[src/rtl/quiz_arbiter.sv]
// Contestant lock-in arbiter: synchronizes and debounces the player keys and latches
// the first valid press of an armed round. `QUIZ_FOUL_DETECT_EN adds early-press detection.
module quiz_arbiter #(
  parameter int N_PLAYERS  = 4,
  parameter int DEB_CYCLES = 500000
) (
  input  logic                 CLK,
  input  logic                 RSTn,
  input  logic                 Host_Start,
  input  logic                 Host_Clear,
  input  logic [N_PLAYERS-1:0] Key,
  input  logic                 TimeOver_Block,
  output logic                 Answer,
  output logic [3:0]           Winner,
  output logic [N_PLAYERS-1:0] Player_LED,
  output logic                 Lock_Pulse,
`ifdef QUIZ_FOUL_DETECT_EN
  output logic                 Foul,
  output logic [3:0]           Foul_ID,
`endif
  output logic [2:0]           dbg_state
);

  localparam int CW = $clog2(DEB_CYCLES + 1);
  localparam logic [CW-1:0] DEB_LAST = CW'(DEB_CYCLES - 1);

  typedef enum logic [2:0] {
    S_IDLE,
    S_ARMED,
    S_LOCKED,
    S_EXPIRED
`ifdef QUIZ_FOUL_DETECT_EN
    , S_FOUL
`endif
  } state_t;

  state_t state_q, state_d;

  logic [N_PLAYERS-1:0] key_s1, key_s2, key_deb, press;
  logic                 start_prev, start_rise;
  logic                 press_any;
  logic [3:0]           press_idx;
  logic [N_PLAYERS-1:0] press_1h;

  logic                 answer_d, pulse_d;
  logic [3:0]           winner_d;
  logic [N_PLAYERS-1:0] led_d;
`ifdef QUIZ_FOUL_DETECT_EN
  logic                 foul_d;
  logic [3:0]           foul_id_d;
`endif

  // Keys are active-low, so the synchronizer idles at 1 (released).
  always_ff @(posedge CLK or negedge RSTn) begin
    if (!RSTn) begin
      key_s1 <= '1;
      key_s2 <= '1;
    end else begin
      key_s1 <= Key;
      key_s2 <= key_s1;
    end
  end

  for (genvar i = 0; i < N_PLAYERS; i++) begin : g_deb
    logic [CW-1:0] cnt;
    logic          deb_r;
    logic          prs_r;

    // prs_r is a registered one-cycle strobe on a 1->0 debounced change.
    always_ff @(posedge CLK or negedge RSTn) begin
      if (!RSTn) begin
        cnt   <= '0;
        deb_r <= 1'b1;
        prs_r <= 1'b0;
      end else begin
        prs_r <= 1'b0;
        if (key_s2[i] == deb_r) begin
          cnt <= '0;
        end else if (cnt == DEB_LAST) begin
          cnt   <= '0;
          deb_r <= key_s2[i];
          prs_r <= deb_r;
        end else begin
          cnt <= cnt + 1'b1;
        end
      end
    end

    assign key_deb[i] = deb_r;
    assign press[i]   = prs_r;
  end

  always_ff @(posedge CLK or negedge RSTn) begin
    if (!RSTn) start_prev <= 1'b1;
    else       start_prev <= Host_Start;
  end

  assign start_rise = Host_Start & ~start_prev;

  // Lowest-index press wins ties.
  always_comb begin
    press_any = |press;
    press_idx = '0;
    for (int i = N_PLAYERS - 1; i >= 0; i--) begin
      if (press[i]) press_idx = 4'(i + 1);
    end
    press_1h = press & (~press + 1'b1);
  end

  always_comb begin
    state_d  = state_q;
    answer_d = Answer;
    winner_d = Winner;
    led_d    = Player_LED;
    pulse_d  = 1'b0;
`ifdef QUIZ_FOUL_DETECT_EN
    foul_d    = Foul;
    foul_id_d = Foul_ID;
`endif
    if (Host_Clear) begin
      state_d  = S_IDLE;
      answer_d = 1'b0;
      winner_d = '0;
      led_d    = '0;
`ifdef QUIZ_FOUL_DETECT_EN
      foul_d    = 1'b0;
      foul_id_d = '0;
`endif
    end else begin
      case (state_q)
        S_IDLE: begin
          if (start_rise) begin
            state_d = S_ARMED;
          end
`ifdef QUIZ_FOUL_DETECT_EN
          else if (press_any) begin
            state_d   = S_FOUL;
            foul_d    = 1'b1;
            foul_id_d = press_idx;
          end
`endif
        end
        S_ARMED: begin
          // Expiry wins over a press seen in the same cycle.
          if (TimeOver_Block) begin
            state_d = S_EXPIRED;
          end else if (press_any) begin
            state_d  = S_LOCKED;
            answer_d = 1'b1;
            winner_d = press_idx;
            led_d    = press_1h;
            pulse_d  = 1'b1;
          end
        end
        S_LOCKED: begin
          if (TimeOver_Block) begin
            state_d  = S_EXPIRED;
            answer_d = 1'b0;
          end
        end
        default: ;
      endcase
    end
  end

  always_ff @(posedge CLK or negedge RSTn) begin
    if (!RSTn) begin
      state_q    <= S_IDLE;
      Answer     <= 1'b0;
      Winner     <= '0;
      Player_LED <= '0;
      Lock_Pulse <= 1'b0;
`ifdef QUIZ_FOUL_DETECT_EN
      Foul       <= 1'b0;
      Foul_ID    <= '0;
`endif
    end else begin
      state_q    <= state_d;
      Answer     <= answer_d;
      Winner     <= winner_d;
      Player_LED <= led_d;
      Lock_Pulse <= pulse_d;
`ifdef QUIZ_FOUL_DETECT_EN
      Foul       <= foul_d;
      Foul_ID    <= foul_id_d;
`endif
    end
  end

  assign dbg_state = state_q;

endmodule
[config.mk]
export PLATFORM = sky130hd
export DESIGN_NAME = quiz_arbiter
export DESIGN_NICKNAME = d
export VERILOG_FILES = /design/src/rtl/quiz_arbiter.sv
export SDC_FILE = /design/constraint.sdc
export NUM_CORES = 1
export LEC_CHECK = 0
export BUFFER_PORTS_ARGS = -buffer_cell sky130_fd_sc_hd__buf_2
export CELL_PAD_IN_SITES_DETAIL_PLACEMENT = 1
export CELL_PAD_IN_SITES_GLOBAL_PLACEMENT = 1
export CORE_MARGIN = 2
export CORE_UTILIZATION = 52
export DETAILED_ROUTE_END_ITERATION = 16
export PLACE_DENSITY = 0.81
export SLEW_MARGIN = 15
export SYNTH_ARGS = -nofsm -noshare
export SYNTH_HDL_FRONTEND = slang
export SYNTH_SLANG_ARGS = --single-unit
[constraint.sdc]
create_clock -name CLK -period 5.1 [get_ports CLK]
set_input_delay 0.765 -clock CLK [delete_from_list [all_inputs] [get_ports CLK]]
set_output_delay 0.765 -clock CLK [all_outputs]
set_load 0.05 [all_outputs]
### After elaboration in Yosys (flattened, before gate mapping)

Cells that the tools add are included.

| operators by class | value |
|---|---|
| add/sub/neg operators | 5 |
| equal/unequal tests | 16 |
| mux-type cells | 43 |
| bitwise gates (word level) | 8 |
| reductions and logical operators | 13 |

Operator list:

| cell | count |
|---|---|
| 19-bit two-way mux | 8 |
| 19-bit by 1-bit adder with 19-bit output (second input constant) | 4 |
| 19-bit == test (second input constant) | 4 |
| 4-bit two-way mux | 8 |
| 3-bit two-way mux | 9 |
| 1-bit two-way mux | 16 |
| 3-bit != test (second input constant) | 4 |
| 3-bit case mux with 3 select lines | 1 |
| 2-bit AND reduction | 4 |
| 4-bit AND reduction | 2 |
| 1-bit inverter | 5 |
| 4-bit by 1-bit adder with 4-bit output (second input constant) | 1 |
| 4-bit AND | 1 |
| 1-bit == test | 4 |
| 4-bit != test (second input constant) | 1 |
| 4-bit inverter | 1 |
| 2-bit nonzero test | 2 |
| 4-bit nonzero test | 1 |
| 4-bit OR reduction | 1 |
| 3-bit by 1-bit == test with 1-bit output (second input constant) | 1 |
| 3-bit by 2-bit == test with 1-bit output (second input constant) | 1 |
| 3-bit logical NOT | 1 |
| 3-bit AND reduction | 1 |
| 3-bit nonzero test | 1 |
| 3 further kinds | 3 |

| storage, ports and cells | value |
|---|---|
| bits in registers | 106 |
| input port bits | 9 |
| word-level logic and storage cells | 105 |

### Longest topological paths before layout

| logic depth | value |
|---|---|
| word-level depth | 8 |
| depth in mapped cells | 7 |

### Least setup slack after synthesis

OpenSTA, ideal clock, no wires.

| timing path | value |
|---|---|
| path type | register to register |
| start | reg state_q[1], in the netlist dbg_state[1] |
| end | reg state_q[0], in the netlist dbg_state[0] |
| setup time | 125 ps |
| arrival time | 1757 ps |
| setup slack | 3219 ps |
| cell stages (with the launch flop) | 7 |
| buffers on the path | 0 |
| clock period less this slack | 1881 ps |
| path through | dfrtp_1 inv_1 ha_1 nor2_1 o22ai_1 o22ai_1 mux2_2 |

| on the way | value |
|---|---|
| word-level cells in the longest chain between the ends | 3 |

Ends and longest elaborated chain:

| element | line | source |
|---|---|---|
| start: declaration | 37 | `state_t state_q, state_d;` |
| start signal: assignment | 178 | `state_q <= state_d;` |
| 3-bit by 1-bit == test with 1-bit output (tied with other cells) | 130 | `case (state_q)` |
| 4-bit != test (no line) (tied with other cells) | -- |  |
| 4-bit AND reduction (no line) or 3-bit two-way mux (tied branches) | -- |  |

Several ways; a longest one is shown, not always the timed one.
A chain may end at the register's enable or synchronous reset.

### Worst setup path in the final report

| timing path | value |
|---|---|
| start | reg g_deb[1].cnt[0] |
| end | reg g_deb[1].cnt[13] |

| on the way | value |
|---|---|
| word-level cells in the longest chain between the ends | 3 |

Ends and longest elaborated chain:

| element | line | source |
|---|---|---|
| start: declaration | 65 | `logic [CW-1:0] cnt;` |
| start signal: assignment | 84 | `cnt <= cnt + 1'b1;` |
| 19-bit by 1-bit adder with 19-bit output or 19-bit == test (tied branches) | 84, 79 |  |
| 19-bit two-way mux * | 79 | `end else if (cnt == DEB_LAST) begin` |
| 19-bit two-way mux * | 77 | `if (key_s2[i] == deb_r) begin` |

Every way passes the cells marked *; elsewhere a longest branch is shown, timed or not.

==> flow_summary.toml <==
[drt]
vias = 3735
dr.pass1.iters = 4
wl_per_cell_um = 16.8
antenna_left = 0
drtIter0Drc = 99
viasPerCell = 5.72
wirelength_um = 11000
drc = 0

[clock_tree]
clock_latency_ns = 0.37
htreeDepth = 3
cts_max_path_buffers = 2
clk_pin_slew_ns = 0.10
clkSinkCount = 104
cts_tree = "done"
clock-root-buffer = "clkbuf_8"
cts-resized-gates = 0
cts.repair_timing.setup_buffer_count = 0
cts_hold_buf = 0
cts_buffers = 9

[synthesis]
postSynth.asyncResetShare_pct = 100
synth_cell_type_count = 53
ys_warn_count = 0
syn_area_mm2 = 0.00501
ys_ff_latch = 104
syn_avg_cell_area_um2 = 10.0
synth_flop_cell = "dfrtp_1"
synth_edf_count = 0
ys_seq_area_share_pct = 52.2
synthCells = 501

[timing]
tightest_slew_ns = 1.14
relSlewSlack_pct = 23.7
whs_ns = 0.358
period_share_pct = 47.0
finalHoldViolCount = 0
fin_setup_tns_ns = 0
setup_slack_ns = 2.71
fin_crit_ns = 2.39
finClkSkew_ns = 0.0114
drv_slew = 0
setup_viol = 0
max_freq_ghz = 0.418
rsz0062_at_grt = "false"

[global_route]
grt_max_degree = 75
antenna_found_initial = 0
grt_pass1_vias = 3885
gr-total-overflow = 0
grt_use_total_pct = 22.9
grt_pass1_wl_um = 18700

[power]
power_mw = 1.55
power_density_mw_per_mm2 = 286
p_leak_nw = 2.20
peakVddDrop_uv = 185

[setup_path]
cpPeakStageDelay_ns = 0.93
critPathKind = "reg2reg"
cp-start-kind = "flip-flop"
crit_family = "compound AO/OA/AOI/OAI gates"
endpoint_kind = "flip-flop"
crit_buf_inv = 0
critPathRequiredTime_ns = 5.31
crit_chain = "ha_1 > and4_1 > nand4_1 > o21ai_1 > nor2_1"
cp_max_fo = 16
cp.arrival_ns = 2.60
cp_slowest_cell = "o21ai_1"

[cells_and_area]
layout.nets = 535
fillers = 1070
diodes = 0
final_util_pct = 58.4
areaGrowthSynthToFinish_pct = 8.19
drive_above_1_share_pct = 12.0
multi_input_area_mm2 = 0.00228
seqCellArea_mm2 = 0.00262

[placed_design]
gp_congestion = 0.818
pre_cts_ws_ns = 2.75
port_buffers = 19
dp.final_hpwl_um = 7680

[min_path]
worstHoldPathType = "reg2reg"

[die]
die_w_um = 102
core_area_mm2 = 0.00928
io-pin-count = 22
die_y_um = 102
rows = 35
dieArea_mm2 = 0.0104
initial_core_util_pct = 54.0

[status]
status = "finished clean"

[run]
cap_violations = 0
[power by group]
| part | total, mW | switching [mW] | internal [mW] |
|---|---|---|---|
| combinational | 0.151 | 0.105 | 0.0462 |
| sequential | 0.863 | 0.0180 | 0.845 |
| clock | 0.535 | 0.279 | 0.256 |
| total | 1.55 | 0.401 | 1.15 |
[through the flow]
step                      cell area, um^2  instances
after floorplan                      5020        502
after global placement               5220        637
after detailed placement             5220        637
after CTS                            5420        653
after global routing                 5420        653
final                                5420        653
[flip-flops by register name, indices dropped and copies added, names as in the netlist]
name / cells
Answer: 1
key_s2: 4
g_deb.cnt: 76
Lock_Pulse: 1
key_s1: 4
Player_LED: 4
Winner: 3
start_prev: 1
dbg_state: 2
g_deb.prs_r: 4
g_deb.deb_r: 4
[path summary, 6_finish.rpt]
| check | end | slack [ns] | from | cells after the start |
|---|---|---|---|---|
| min | key_s2[3]$_DFF_PN1_ | 0.36 | key_s1[3]$_DFF_PN1_ | 0 |
| max | g_deb[1].cnt[13]$_DFF_PN0_ | 2.71 | g_deb[1].cnt[0]$_DFF_PN0_ | 5 |
| max reg2reg | g_deb[1].cnt[13]$_DFF_PN0_ | 2.71 | g_deb[1].cnt[0]$_DFF_PN0_ | 5 |
| min reg2reg | key_s2[3]$_DFF_PN1_ | 0.36 | key_s1[3]$_DFF_PN1_ | 0 |
| min in group asynchronous | g_deb[2].cnt[15]$_DFF_PN0_ | 0.50 | RSTn | 1 |
| max in group asynchronous | key_s2[0]$_DFF_PN1_ | 3.57 | RSTn | 2 |
[placed cells by master (no fill, tap or decap), types with 5 or more instances in the layout]
cell / instances
ha_1: 7
nor4_1: 22
nor3_1: 21
inv_1: 13
and3_1: 7
dfrtp_1: 91
or3_1: 7
nand2_1: 29
nand4_1: 25
mux2_2: 5
clkbuf_8: 11
nand3_1: 26
buf_2: 18
xor2_1: 22
a21oi_1: 13
xnor2_1: 38
dfstp_2: 13
o21ai_0: 7
nor2_1: 83
[final cells by class]
cell class | count | area share [%]
Sequential cell | 104 | 48.3
Multi-Input combinational cell | 371 | 42.1
Tap cell | 129 | 2.98
Clock buffer | 12 | 2.86
Timing Repair Buffer | 20 | 1.94
Clock inverter | 4 | 0.969
Inverter | 13 | 0.900
[cells by family (layout without fill, tap and decap cells)]
family                     Yosys count  in the layout  share of synthesized area (%)
DFF                                104            104                           52.2
muxes                                8              8                           1.72
adders and majority gates            7              7                           1.75
AOI/OAI and AO/OA                   39             39                           4.82
xor gates and xnor gates            60             60                           10.5
buffers and inverters               27             49                           2.32
and+or+nand+nor                    255            255                           26.6
other                                1              2                         0.0748
[layer usage]
layer	vias to the layer above	track usage (%)	share of wire, %
met4	0	7.90	1.6
li1	1795	-	-
met5	-	0	0
met1	1881	30.3	47
met3	14	4.79	3.1
met2	45	37.9	49
[cells in the mapped netlist (7+ instances only)]
cell,n,area [um^2]
nor3_1,21,105
and3_1,7,43.8
dfstp_2,13,342
or3_1,7,43.8
nor4_1,22,138
nand4_1,25,156
nand3_1,26,130
xnor2_1,38,333
nand2_1,29,109
ha_1,7,87.6
o21ai_0,7,35.0
a21oi_1,13,65.1
xor2_1,22,193
inv_1,13,48.8
dfrtp_1,91,2280
nor2_1,83,312
Power figures use the tool's default switching activity.
